### config.mk
export PLATFORM = sky130hd
export DESIGN_NAME = barret_for_2689
export DESIGN_NICKNAME = d
export VERILOG_FILES = /design/src/rtl/barret_for_2689.sv
export SDC_FILE = /design/constraint.sdc
export NUM_CORES = 1
export LEC_CHECK = 0
export CAP_MARGIN = 20
export CORE_MARGIN = 2
export CORE_UTILIZATION = 40
export DETAILED_ROUTE_END_ITERATION = 6
export PLACE_DENSITY = 0.65
export SYNTH_ARGS = -nofsm -noshare
export SYNTH_HDL_FRONTEND = slang
export SYNTH_SLANG_ARGS = --single-unit
### constraint.sdc
create_clock -name clk -period 0.9 [get_ports clk]
set_clock_uncertainty 0.05 [all_clocks]
set_input_delay 0.27 -clock clk [delete_from_list [all_inputs] [get_ports clk]]
set_output_delay 0.27 -clock clk [all_outputs]
set_load 0.01 [all_outputs]
### src/rtl/barret_for_2689.sv
// rtl/barret_for_2689.sv - registered Barrett reduction of a 23-bit operand modulo 2689
module barret_for_2689 #(
    parameter int Q = 2689,
    parameter int K = 24,
    parameter int M = 6239
) (
    input  logic        clk,
    input  logic        rst_n,
    input  logic [22:0] din_a,
    output logic [11:0] dout_r
);

    localparam logic [35:0] M36 = 36'(M);
    localparam logic [23:0] Q24 = 24'(Q);
    localparam logic [13:0] Q14 = 14'(Q);

    logic [35:0] prod;
    logic [35:0] prod_shift;
    logic [11:0] qe;
    logic [23:0] qe_q;
    logic [23:0] diff;
    logic [13:0] r0;
    logic [13:0] r1;
    logic [13:0] r2;

    // Full 36-bit product so the shift sees every bit of din_a * M.
    assign prod       = {13'd0, din_a} * M36;
    assign prod_shift = prod >> K;
    assign qe         = prod_shift[11:0];
    assign qe_q       = {12'd0, qe} * Q24;

    // qe undershoots the true quotient by at most two, so r0 fits in 14 bits.
    assign diff = {1'b0, din_a} - qe_q;
    assign r0   = diff[13:0];
    assign r1   = (r0 >= Q14) ? (r0 - Q14) : r0;
    assign r2   = (r1 >= Q14) ? (r1 - Q14) : r1;

    always_ff @(posedge clk or negedge rst_n) begin
        if (!rst_n) begin
            dout_r <= 12'd0;
        end else begin
            dout_r <= r2[11:0];
        end
    end

endmodule

==> results.toml <==
[critical_path]
critPathMaxFanout = 6
cp.required_ps = 970
critPathMaxStageDelay_ps = 540
cp-start-kind = "input port"
arrival_ps = 10020
end_kind = "flop"
cp_slowest_cell = "fa_1"
critPathKind = "input port to flop"

[route]
drt-pass1-iter-count = 6
avgRoutedWirePerCell_um = 13.48
drc = 0
wl_um = 18840
ant_nets = 0
drt_iter0_markers = 201
viasPerCell = 4.753
vias = 6644

[job]
maxCapViolations = 0

[floorplanning]
dieHeight_um = 147.6
dieArea_mm2 = 0.02178
initial_core_util_pct = 40.75
die_w_um = 147.6
ios = 37
fp.coreArea_mm2 = 0.02023
num_rows = 52

[layout]
reg.largest.list = "dout_r: 12 flops"
area_delta_synth_final_pct = 35.16
nNetsFinal = 1490
fin_area_mm2 = 0.01114
drive_above_1_share_pct = 31.65
regMostFlops = "dout_r"
fin_cells = 1398
largest_reg_flops = 12
diodes = 0

[sta]
hold_viol = 0
max_freq_mhz = 100.5
setup_viol = 24
post-route-period-util_pct = 1106
worst_pin_slew_ps = 353.9
rsz0062_at_grt = "yes"
post-route-min-period_ps = 9952
drv_slew = 0
slew_headroom_pct = 76.10
fin_ws_ps = -9052

[cts]
path_clk_slew_ps = 50
cts_root_buf = "clkbuf_16"
cts_buffers = 3
cts_max_path_buffers = 2
htreeDepth = 1
cts_hold_buf = 0
cts_tree = "yes"
clock-sinks = 12

[place]
port-buffer-count = 36
place_ws_ps = -9956
place_congestion = 0.8426
place_area_mm2 = 0.01049
dp.cells = 1360
dp_hpwl_um = 16190

[synthesis]
syn_area_per_cell_um2 = 9.467
syn-num-nets = 1232
synth_flop_cell = "dfrtp_1"
synth_area_leader_cell = "ha_1"
yosys-top-cells-count = "inv_1, ha_1, fa_1"
synth_area_leaders = "ha_1, fa_1, inv_1, xnor2_1, dfrtp_1"
syn_inst = 871
async_flop_share_pct = 100.0
synth.top_cell.area_share_pct = 31.87
yosys.cell_count.top_type = "inv_1"
ys_ff_latch = 12
yosys_warnings = 0
yosys.cell_types.count = 56
synth_edf_count = 0
syn-cell-area_mm2 = 0.008245
ys_seq_area_share_pct = 3.642

[grt]
grt_max_degree = 13
grt_pass1_vias = 7345
grt_first_pass_wirelength_um = 33800
antenna_found_initial = 0
grt_util_all_layers_pct = 18.51
grt_overflow = 0

[status]
violations = "negative setup slack"
status = "finished with violations"

[hold_path]
hp-class = "input port to async pin"
## cell usage in the layout (no fill, tap or decap), drive strengths merged, types with 12 or more instances in the layout
master and count:
xnor2 36, fa 126, nand2 24, nor3 13, o21ai 23, nor2 27
a21oi 25, ha 210, buf 246, xor2 12, dfrtp 12, inv 221
o21a 12
## routing by layer
metal	share of wire, %	routed length (µm)	up-vias	GRT usage (%)
met5	0	0	-	0
met4	1.0	197	0	1.731
met3	2.2	413	14	0.7099
met2	52	9727	77	33.93
met1	45	8505	3221	25.25
li1	-	-	3332	-
## final cells by class
class                   instances  area (µm²)
fillers                      1773        9090
well taps                     270       337.8
flip-flops and latches         12       300.3
repair buffers                259        2021
inverters                     229       889.6
multi-input cells             624        7507
clock buffers                   4       88.84
## timing repair
item                                   4_1_cts  5_1_grt
endpoints found under the hold margin        0        0
cloned                                       1        1
pin swaps                                   65       22
gates resized for setup                    166       36
setup endpoints to repair                   24       24
buffers inserted                            29        3
## cell families after synthesis
group | Yosys count | synth area share [%]
flops | 12 | 3.642
simple gates | 123 | 7.815
compound gates | 111 | 9.257
fa+ha+maj | 336 | 62.46
buf+inv | 236 | 10.79
xor+xnor | 50 | 5.675
mux | 3 | 0.3642
## worst max-delay path, delay by kind of cell
family | cells | cell delay (ps)
buffers and inverters | 10 | 850
AOI/OAI and AO/OA | 14 | 3070
xor gates and xnor gates | 1 | 130
and+or+nand+nor | 8 | 1390
adders and majority gates | 11 | 4310
## worst max-delay path by stage
stage | from | to | slack, ps | cells after the start
floorplan | din_a[10] | dout_r[6]$_DFF_PN0_ | -8860 | 45
global placement | din_a[9] | dout_r[6]$_DFF_PN0_ | -9820 | 47
detailed placement | din_a[9] | dout_r[6]$_DFF_PN0_ | -9960 | 45
CTS | din_a[8] | dout_r[6]$_DFF_PN0_ | -8990 | 48
global route | din_a[8] | dout_r[6]$_DFF_PN0_ | -9470 | 45
finish | din_a[8] | dout_r[6]$_DFF_PN0_ | -9050 | 44
## metrics by stage
stage / TNS [ps] / hold WS (ps) / utilization (%)
after floorplan: -105730 / -75.59 / -
after global placement: -120490 / 556.3 / 51.86
after detailed placement: -121970 / 572.6 / 51.86
after CTS: -108610 / 322.6 / 53.99
after global routing: -114960 / 320.4 / 55.08
final: -109560 / 311.6 / 55.08
Power is left out: the tool's default activity adds up to more than one toggle a clock period on the data nets, which glitch-free logic cannot reach.
